$ cat src/rtl/shift_reg_seq_if.sv
// Operand/result bundle for the shift/rotate unit.
// The master side drives the request and operand; the slave side returns the
// working register and its status flags.
interface shift_reg_seq_if #(
    parameter int WIDTH = 16
);
    localparam int AMT_W = $clog2(WIDTH);

    logic             start;
    logic [2:0]       mode;
    logic [AMT_W-1:0] amt;
    logic [WIDTH-1:0] din;
    logic [WIDTH-1:0] dout;
    logic             carry;
    logic             busy;
    logic             done;

    modport master (
        output start, mode, amt, din,
        input  dout, carry, busy, done
    );

    modport slave (
        input  start, mode, amt, din,
        output dout, carry, busy, done
    );
endinterface

$ cat src/rtl/shift_reg_seq.sv
// Multi-cycle shift/rotate unit.
// Loads a word, then shifts or rotates it by one bit position per clock for
// the requested amount. A one-cycle done pulse marks the result. Mode,
// amount and operand are captured at the accept edge and stay frozen until
// the operation ends.
module shift_reg_seq #(
    parameter int WIDTH = 16
) (
    input  logic           clk,
    input  logic           rst_n,
    shift_reg_seq_if.slave bus
);
    localparam int AMT_W = $clog2(WIDTH);
    localparam logic [AMT_W-1:0] ONE = AMT_W'(1);

    typedef enum logic [1:0] {
        IDLE  = 2'd0,
        SHIFT = 2'd1,
        DONE  = 2'd2
    } state_t;

    // Mode encodings. Codes 101-111 fall through to the default branch (HOLD).
    typedef enum logic [2:0] {
        OP_LSL = 3'b000,
        OP_LSR = 3'b001,
        OP_ASR = 3'b010,
        OP_ROL = 3'b011,
        OP_ROR = 3'b100
    } op_t;

    state_t           state_q, state_nxt;
    logic [WIDTH-1:0] data_q,  data_nxt;
    logic             carry_q, carry_nxt;
    logic [AMT_W-1:0] count_q, count_nxt;
    logic [2:0]       mode_q,  mode_nxt;

    // Next-state and datapath: accept a request, or step the shift by one bit.
    always_comb begin
        // NOTE: every variable gets a default before any branch. A path that
        // leaves one of them unassigned would infer a latch.
        state_nxt = state_q;
        data_nxt  = data_q;
        carry_nxt = carry_q;
        count_nxt = count_q;
        mode_nxt  = mode_q;

        unique case (state_q)
            IDLE, DONE: begin
                if (bus.start) begin
                    data_nxt  = bus.din;
                    mode_nxt  = bus.mode;
                    count_nxt = bus.amt;
                    carry_nxt = 1'b0;
                    state_nxt = (bus.amt != '0) ? SHIFT : DONE;
                end else begin
                    state_nxt = IDLE;
                end
            end
            SHIFT: begin
                case (mode_q)
                    OP_LSL: begin
                        data_nxt  = {data_q[WIDTH-2:0], 1'b0};
                        carry_nxt = data_q[WIDTH-1];
                    end
                    OP_LSR: begin
                        data_nxt  = {1'b0, data_q[WIDTH-1:1]};
                        carry_nxt = data_q[0];
                    end
                    OP_ASR: begin
                        data_nxt  = {data_q[WIDTH-1], data_q[WIDTH-1:1]};
                        carry_nxt = data_q[0];
                    end
                    OP_ROL: begin
                        data_nxt  = {data_q[WIDTH-2:0], data_q[WIDTH-1]};
                        carry_nxt = data_q[WIDTH-1];
                    end
                    OP_ROR: begin
                        data_nxt  = {data_q[0], data_q[WIDTH-1:1]};
                        carry_nxt = data_q[0];
                    end
                    default: begin
                        // HOLD still spends one cycle per count.
                        data_nxt  = data_q;
                        carry_nxt = 1'b0;
                    end
                endcase
                count_nxt = count_q - ONE;
                if (count_q == ONE) begin
                    state_nxt = DONE;
                end
            end
            default: state_nxt = IDLE;
        endcase
    end

    // State and datapath registers. Reset aborts any operation in flight.
    always_ff @(posedge clk or negedge rst_n) begin
        // NOTE: all state is cleared on reset and updated with non-blocking
        // assignments. Blocking ones here would race with other
        // clocked readers.
        if (!rst_n) begin
            state_q <= IDLE;
            data_q  <= '0;
            carry_q <= 1'b0;
            count_q <= '0;
            mode_q  <= '0;
        end else begin
            state_q <= state_nxt;
            data_q  <= data_nxt;
            carry_q <= carry_nxt;
            count_q <= count_nxt;
            mode_q  <= mode_nxt;
        end
    end

    // All outputs come straight from registers, with no input-to-output path.
    assign bus.dout  = data_q;
    assign bus.carry = carry_q;
    assign bus.busy  = (state_q == SHIFT);
    assign bus.done  = (state_q == DONE);
endmodule

$ cat src/flat_wrapper.sv
// flat-port wrapper written by rule: the top's interface ports become plain ports
module shift_reg_seq_flat 
#(
    parameter int WIDTH = 16
)
  (clk, rst_n, bus_start, bus_mode, bus_amt, bus_din, bus_dout, bus_carry, bus_busy, bus_done);
  shift_reg_seq_if #(.WIDTH(WIDTH)) bus_i ();
  input  logic clk;
  input  logic rst_n;
  input wire logic [$bits(bus_i.start)-1:0] bus_start;
  input wire logic [$bits(bus_i.mode)-1:0] bus_mode;
  input wire logic [$bits(bus_i.amt)-1:0] bus_amt;
  input wire logic [$bits(bus_i.din)-1:0] bus_din;
  output wire logic [$bits(bus_i.dout)-1:0] bus_dout;
  output wire logic [$bits(bus_i.carry)-1:0] bus_carry;
  output wire logic [$bits(bus_i.busy)-1:0] bus_busy;
  output wire logic [$bits(bus_i.done)-1:0] bus_done;
  assign bus_i.start = bus_start;
  assign bus_i.mode = bus_mode;
  assign bus_i.amt = bus_amt;
  assign bus_i.din = bus_din;
  assign bus_dout = bus_i.dout;
  assign bus_carry = bus_i.carry;
  assign bus_busy = bus_i.busy;
  assign bus_done = bus_i.done;
  shift_reg_seq #(.WIDTH(WIDTH)) u_core (.clk(clk), .rst_n(rst_n), .bus(bus_i));
endmodule
$ cat config.mk
export PLATFORM = sky130hd
export DESIGN_NAME = shift_reg_seq_flat
export DESIGN_NICKNAME = d
export VERILOG_FILES = /design/src/rtl/shift_reg_seq_if.sv /design/src/rtl/shift_reg_seq.sv /design/src/flat_wrapper.sv
export SDC_FILE = /design/constraint.sdc
export NUM_CORES = 1
export LEC_CHECK = 0
export ABC_AREA = 1
export CORE_MARGIN = 1.5
export CORE_UTILIZATION = 55
export DETAILED_ROUTE_END_ITERATION = 10
export PLACE_DENSITY = 0.86
export SLEW_MARGIN = 15
export SYNTH_ARGS = -nofsm -noshare
export SYNTH_HDL_FRONTEND = slang
export SYNTH_SLANG_ARGS = --single-unit
$ cat constraint.sdc
create_clock -name clk -period 2 [get_ports clk]
set_input_delay 0.3 -clock clk [delete_from_list [all_inputs] [get_ports clk]]
set_output_delay 0.3 -clock clk [all_outputs]
set_load 0.01 [all_outputs]
==> impl_metrics.tcl, run 1 <==
set metrics [dict create \
    vias 2334 \
    synthMuxAreaShare_pct 0 \
    synth_edf_count 0 \
    synth_nets 338 \
    setup_viol 0 \
    synth_compound_area_share_pct 12.64 \
    p_leak_nw 1.214 \
    ctsHoldBuffers 0 \
    drtIter0Drc 191 \
    insertion_delay_ns 0.27 \
    r2r-start "u_core.mode_q[0]" \
    grt_antenna_before_repair 0 \
    r2r_setup_slack_ns 0.30 \
    core.rowCount 22 \
    cts_root_buf "clkbuf_8" \
    p_int_mw 2.388 \
    fin_cells 392 \
    cts.path.max_buffers 2 \
    wl_per_cell_microns 13.89 \
    cts-resized-gates 0 \
    cap_violations 0 \
    pwr-share-seq_pct 24.9 \
    dieWidth_microns 64.19 \
    max_slew_margin_pct 51.41 \
    swShare_pct 52.01 \
    rsz0062_at_grt "false" \
    final_util_pct 71.07 \
    power.share.clock_pct 8.9 \
    num-nets-final 373 \
    path_clk_slew_ns 0.09 \
    dieArea_sq_um 4120 \
    worst_slew_pin_slew_ns 0.7281 \
    p_sw_mw 2.588 \
    worst_setup_path_startpoint "u_core.state_q[1]" \
    synth-simple-area-share_pct 44.65 \
    start_util_pct 56.68 \
    crit_path_max_fanout 4 \
    fin_tns_setup_ns 0 \
    n_antenna_cell 0 \
    skew_ns 0.003223 \
    yosysTopAreaCellShare_pct 31.59 \
    drive_gt1_share_pct 7.267 \
    synth_top_family_by_area "simple AND/OR/NAND/NOR gates" \
    synthAdderAreaFrac_pct 1.215 \
    numCtsBuffers 3 \
    cp.required_ns 1.70 \
    viasPerCell 5.954 \
    pwr-share-comb_pct 66.2 \
    cp-start-kind "flip-flop" \
    ctsHtreeMaxLevel 1 \
    first_pass_iters 4 \
    synth_commonest_cells "nand2_1, nand4_1, nand3_1, nor2_1, a21oi_1" \
    status "complete, no violations" \
    cts.sinks 26 \
    die_h_microns 64.19 \
    finalMaxSlewViolations 0 \
    core_area_sq_um 3633 \
    cp-end-kind "primary output" \
    grtUsageTotal_pct 28.50 \
    yosysSeqAreaShare_pct 31.59 \
    min_period_over_period_pct 86.56 \
    synth_top_area_cell "dfrtp_1" \
    synth_xor_area_share_pct 0.4253 \
    avgSynthCellArea_sq_um 6.643 \
    syn_to_final_growth_pct 25.40 \
    drcViolationCount 0 \
    gp_congestion 0.8348 \
    synth_seq_cells 26 \
    grt_pass1_wl_microns 9397 \
    cp.arrival_ns 1.43 \
    numPortBuffers 44 \
    hold_violations 0 \
    fin_crit_ns 1.731 \
    dp_hpwl_microns 3579 \
    cts_tree "built" \
    whs_ns 0.3895 \
    hold_path.class "in -> async" \
    yosysWarnings 0 \
    drt-total-wl_microns 5446 \
    fmax_mhz 577.7 \
    syn_area_sq_um 2059 \
    timing.rr.end "u_core.bus.dout[4]" \
    dp_cells 388 \
    grt_max_degree 28 \
    ys_types 28 \
    synth_area_leaders "dfrtp_1, nand2_1, nand4_1, nand3_1, a21oi_1" \
    grt_pass1_vias 2000 \
    endpoint "bus_busy" \
    critical_path_class "reg -> out" \
    cts_setup_buffers 0 \
    synth.most_common_cell "nand2_1" \
    synthArstFlopShare_pct 100.0 \
    ios 45 \
    syn-instance-count 310 \
    grt.overflow.total 0 \
    ant_nets 0 \
    ys.flop_type "dfrtp_1" \
    fill_cells 310 \
    ff2ff_path_depth 7 \
    total_power_mw 4.977 \
    max-vdd-ir-drop_uv 1342 \
    power_density_nw_per_um2 1927 \
]
stage by stage:
stage               setup WS [ns]  instance area (sq um)
detailed placement         0.2041                   2511
floorplan                  0.6899                   2059
CTS                        0.2510                   2582
global placement           0.3161                   2511
finish                     0.2689                   2582
global route               0.1502                   2582
flip-flops by register name (all words and copies together) (netlist names):
signal,cells
u_core.bus.dout,16
u_core.count_q,4
u_core.mode_q,3
u_core.state_q,2
u_core.bus.carry,1
worst max-delay path, cell delays in order, from the launching register on:
cell and delay, ns:
dfrtp_1 0.41, nor2_4 0.18, clkdlybuf4s50_1 0.56
power groups by stage:
stage / Clock [mW] / Sequential, mW / Combinational (mW)
after floorplan: 0 / 1.19 / 2.37
after global placement: 0 / 1.23 / 3.18
after detailed placement: 0 / 1.23 / 3.26
after CTS: 0.455 / 1.23 / 3.28
after global routing: 0.476 / 1.29 / 3.70
final: 0.443 / 1.24 / 3.30
area by class of cell:
cell class | count | area, sq um | share of cell area, %
timing repair buffer | 55 | 535.5 | 20.74
sequential | 26 | 650.6 | 25.19
multi-input combinational | 246 | 1214 | 47.00
clock inverter | 1 | 30.03 | 1.163
inverter | 13 | 51.30 | 1.986
clock buffer | 3 | 41.29 | 1.599
tap | 48 | 60.06 | 2.326
how the worst min path moves through the flow:
stage / start / end / slack [ns] / cells after the start
after floorplan: rst_n / u_core.bus.carry / 0.004 / 0
after detailed placement: u_core.count_q[0] / u_core.count_q[0] / 0.50 / 1
after global routing: rst_n / u_core.bus.dout[2] / 0.43 / 2
final: rst_n / u_core.bus.dout[7] / 0.39 / 2
after CTS: rst_n / u_core.bus.dout[7] / 0.41 / 2
after global placement: u_core.count_q[0] / u_core.count_q[0] / 0.48 / 1
cell families (layout without fill, tap and decap cells):
family	count (synthesis)	after routing
AOI/OAI and AO/OA	46	46
and+or+nand+nor	197	197
DFF	26	26
xor gates and xnor gates	1	1
adders and majority gates	2	2
buffers and inverters	38	72
cell usage in the layout (no fill, tap or decap), types with 3 or more instances in the layout:
cell type         n
inv_1            10
nand3_1          35
clkdlybuf4s50_1  44
nand4_1          42
o21ai_0           5
clkbuf_8          3
nor2_1           35
buf_4            10
dfrtp_1          26
nand2_1          78
a21oi_1          32
nand2_2           3
routing by layer:
metal	wire [microns]	GRT usage, %
met1	2441	39.19
met2	2606	46.35
met3	313	4.225
met4	85	8.777
met5	0	0
No activity file was read; power rests on OpenSTA's default activity.
==> run 2, diff against run 1 <==
--- a/config.mk
+++ b/config.mk
@@ -6,6 +6,7 @@
 export NUM_CORES = 1
 export LEC_CHECK = 0
 export ABC_AREA = 1
+export CORE_ASPECT_RATIO = 1.1
 export CORE_MARGIN = 1.5
 export CORE_UTILIZATION = 55
 export DETAILED_ROUTE_END_ITERATION = 10
==> run 2 against run 1 <==
  * Register-to-register slack hardly changed
  * Utilization fell by 0.13 points
  * Largest power group unchanged
  * Largest cell class unchanged
  * Sequential share of layout area up 0.098 points
  * First-iteration DRC count is 55% higher
  * Global-route usage grew 1.0 points
  * Maximum frequency fell by 3.8%
  * Final area is 0.39% lower
==> impl_metrics.tcl, run 2 (synthesized netlist as in run 1, its figures left out) <==
set metrics [dict create \
    status "complete, no violations" \
    crit_chain "nor2_4, clkdlybuf4s50_1" \
    grt_use_met1_pct 40.36 \
    drive_gt1_share_pct 7.267 \
    first_pass_iters 5 \
    max-vdd-ir-drop_uv 851.3 \
    grtUsageTotal_pct 29.55 \
    layout_common_cells "nand2_1, clkdlybuf4s50_1, nand4_1" \
    setup_viol 0 \
    critical_path_class "reg -> out" \
    fin_tns_setup_ns 0 \
    setup_ws_ns 0.2011 \
    insertion_delay_ns 0.28 \
    p_leak_nw 1.209 \
    power_density_nw_per_um2 1944 \
    hold_violations 0 \
    num-nets-final 373 \
    worst_slew_pin_slew_ns 0.6759 \
    start_util_pct 56.80 \
    grt_max_degree 27 \
    skew_ns 0.006412 \
    core_area_sq_um 3626 \
    min_period_over_period_pct 89.95 \
    critPathBufInv 1 \
    cap_violations 0 \
    hold_path.class "in -> async" \
    cp-start-kind "flip-flop" \
    timing.rr.end "u_core.bus.dout[0]" \
    ff2ff_path_depth 7 \
    pre_cts_slack_ns 0.2873 \
    total_power_mw 5.000 \
    multiInputGateArea_sq_um 1214 \
    numPortBuffers 44 \
    fin_cells 394 \
    grt_pass1_vias 2073 \
    grt_antenna_before_repair 0 \
    largest_reg_flops 16 \
    dpl_cell_area_sq_um 2501 \
    cp-end-kind "primary output" \
    dp_hpwl_microns 3761 \
    path_clk_slew_ns 0.10 \
    ios 45 \
    regArea_sq_um 650.6 \
    n_antenna_cell 0 \
    cts_setup_buffers 0 \
    use_met3_pct 2.490 \
    grt_pass1_wl_microns 9439 \
    cts_tree "built" \
    wl_per_cell_microns 14.60 \
    cts_root_buf "clkbuf_8" \
    use_met2_pct 48.67 \
    numCtsBuffers 3 \
    cts.path.max_buffers 2 \
    crit_path_max_fanout 6 \
    grt.overflow.total 0 \
    r2r_setup_slack_ns 0.30 \
    syn_to_final_growth_pct 24.91 \
    drtIter0Drc 296 \
    max_stage_delay_ns 0.58 \
    path_delay_family "buffers and inverters" \
    rsz0062_at_grt "false" \
    viasPerCell 6.003 \
    cts.sinks 26 \
    dp_cells 390 \
    vias 2365 \
    final_area_sq_um 2572 \
    fin_crit_ns 1.799 \
    finalMaxSlewViolations 0 \
    ant_nets 0 \
    dieWidth_microns 61.35 \
    top_usage_layer "met2" \
    cp.required_ns 1.70 \
    drt-total-wl_microns 5751 \
    fill_cells 332 \
    dieArea_sq_um 4121 \
    final_common_cell "nand2_1" \
    max_slew_margin_pct 54.89 \
    cp.arrival_ns 1.50 \
    drcViolationCount 0 \
    ctsHoldBuffers 0 \
    die_h_microns 67.18 \
    r2r-start "u_core.mode_q[0]" \
    core.rowCount 23 \
    gp_congestion 0.8674 \
    ctsHtreeMaxLevel 1 \
    fmax_mhz 555.9 \
    cts-resized-gates 0 \
    slowest_stage "clkdlybuf4s50_1" \
]
-- run 2: cell counts in the layout (fill, tap and decap cells not counted) --
Identical to the previous run, type by type.
-- run 2: how the worst max path moves through the flow --
stage	depth (start not counted)	endpoint	startpoint
after floorplan	9	u_core.bus.dout[7]	u_core.mode_q[1]
after global placement	7	u_core.bus.dout[8]	bus_start
after detailed placement	7	u_core.bus.dout[11]	bus_start
after CTS	2	bus_busy	u_core.state_q[1]
after global routing	7	u_core.bus.dout[0]	u_core.mode_q[0]
final	2	bus_busy	u_core.state_q[1]
-- run 2: layout make-up --
type | instances | area share, %
clock inverters | 1 | 1.167
multi-input cells | 246 | 47.18
repair buffers | 55 | 20.33
well taps | 50 | 2.432
clock buffers | 3 | 1.605
flip-flops and latches | 26 | 25.29
inverters | 13 | 1.994
-- run 2: power breakdown --
part	total [mW]	internal [mW]	switching (mW)
Clock	0.455	0.268	0.187
Sequential	1.26	0.804	0.454
Combinational	3.29	1.29	2.00
Total	5.00	2.36	2.64
-- run 2: through the flow --
step / utilization (%) / hold slack, ns
5_1_grt: 70.95 / 0.4139
3_3_place_gp: 68.98 / 0.4732
4_1_cts: 70.95 / 0.3930
2_1_floorplan: - / 0.004409
3_5_place_dp: 68.98 / 0.4782
6_report: 70.95 / 0.3768
-- run 2: layer usage --
layer	up-vias	part of all wire (%)
met3	9	7.0
met5	-	0
met4	0	1.8
met1	1089	42
met2	123	49
li1	1144	-
==> run 3, diff against run 2 <==
--- a/config.mk
+++ b/config.mk
@@ -9,7 +9,9 @@
 export CORE_ASPECT_RATIO = 1.1
 export CORE_MARGIN = 1.5
 export CORE_UTILIZATION = 55
+export CTS_CLUSTER_SIZE = 28
 export DETAILED_ROUTE_END_ITERATION = 10
+export HOLD_SLACK_MARGIN = 0.02
 export PLACE_DENSITY = 0.86
 export SLEW_MARGIN = 15
 export SYNTH_ARGS = -nofsm -noshare
==> results of run 3 <==
The final DEF is identical to that of run 2; final timing and power are the same.
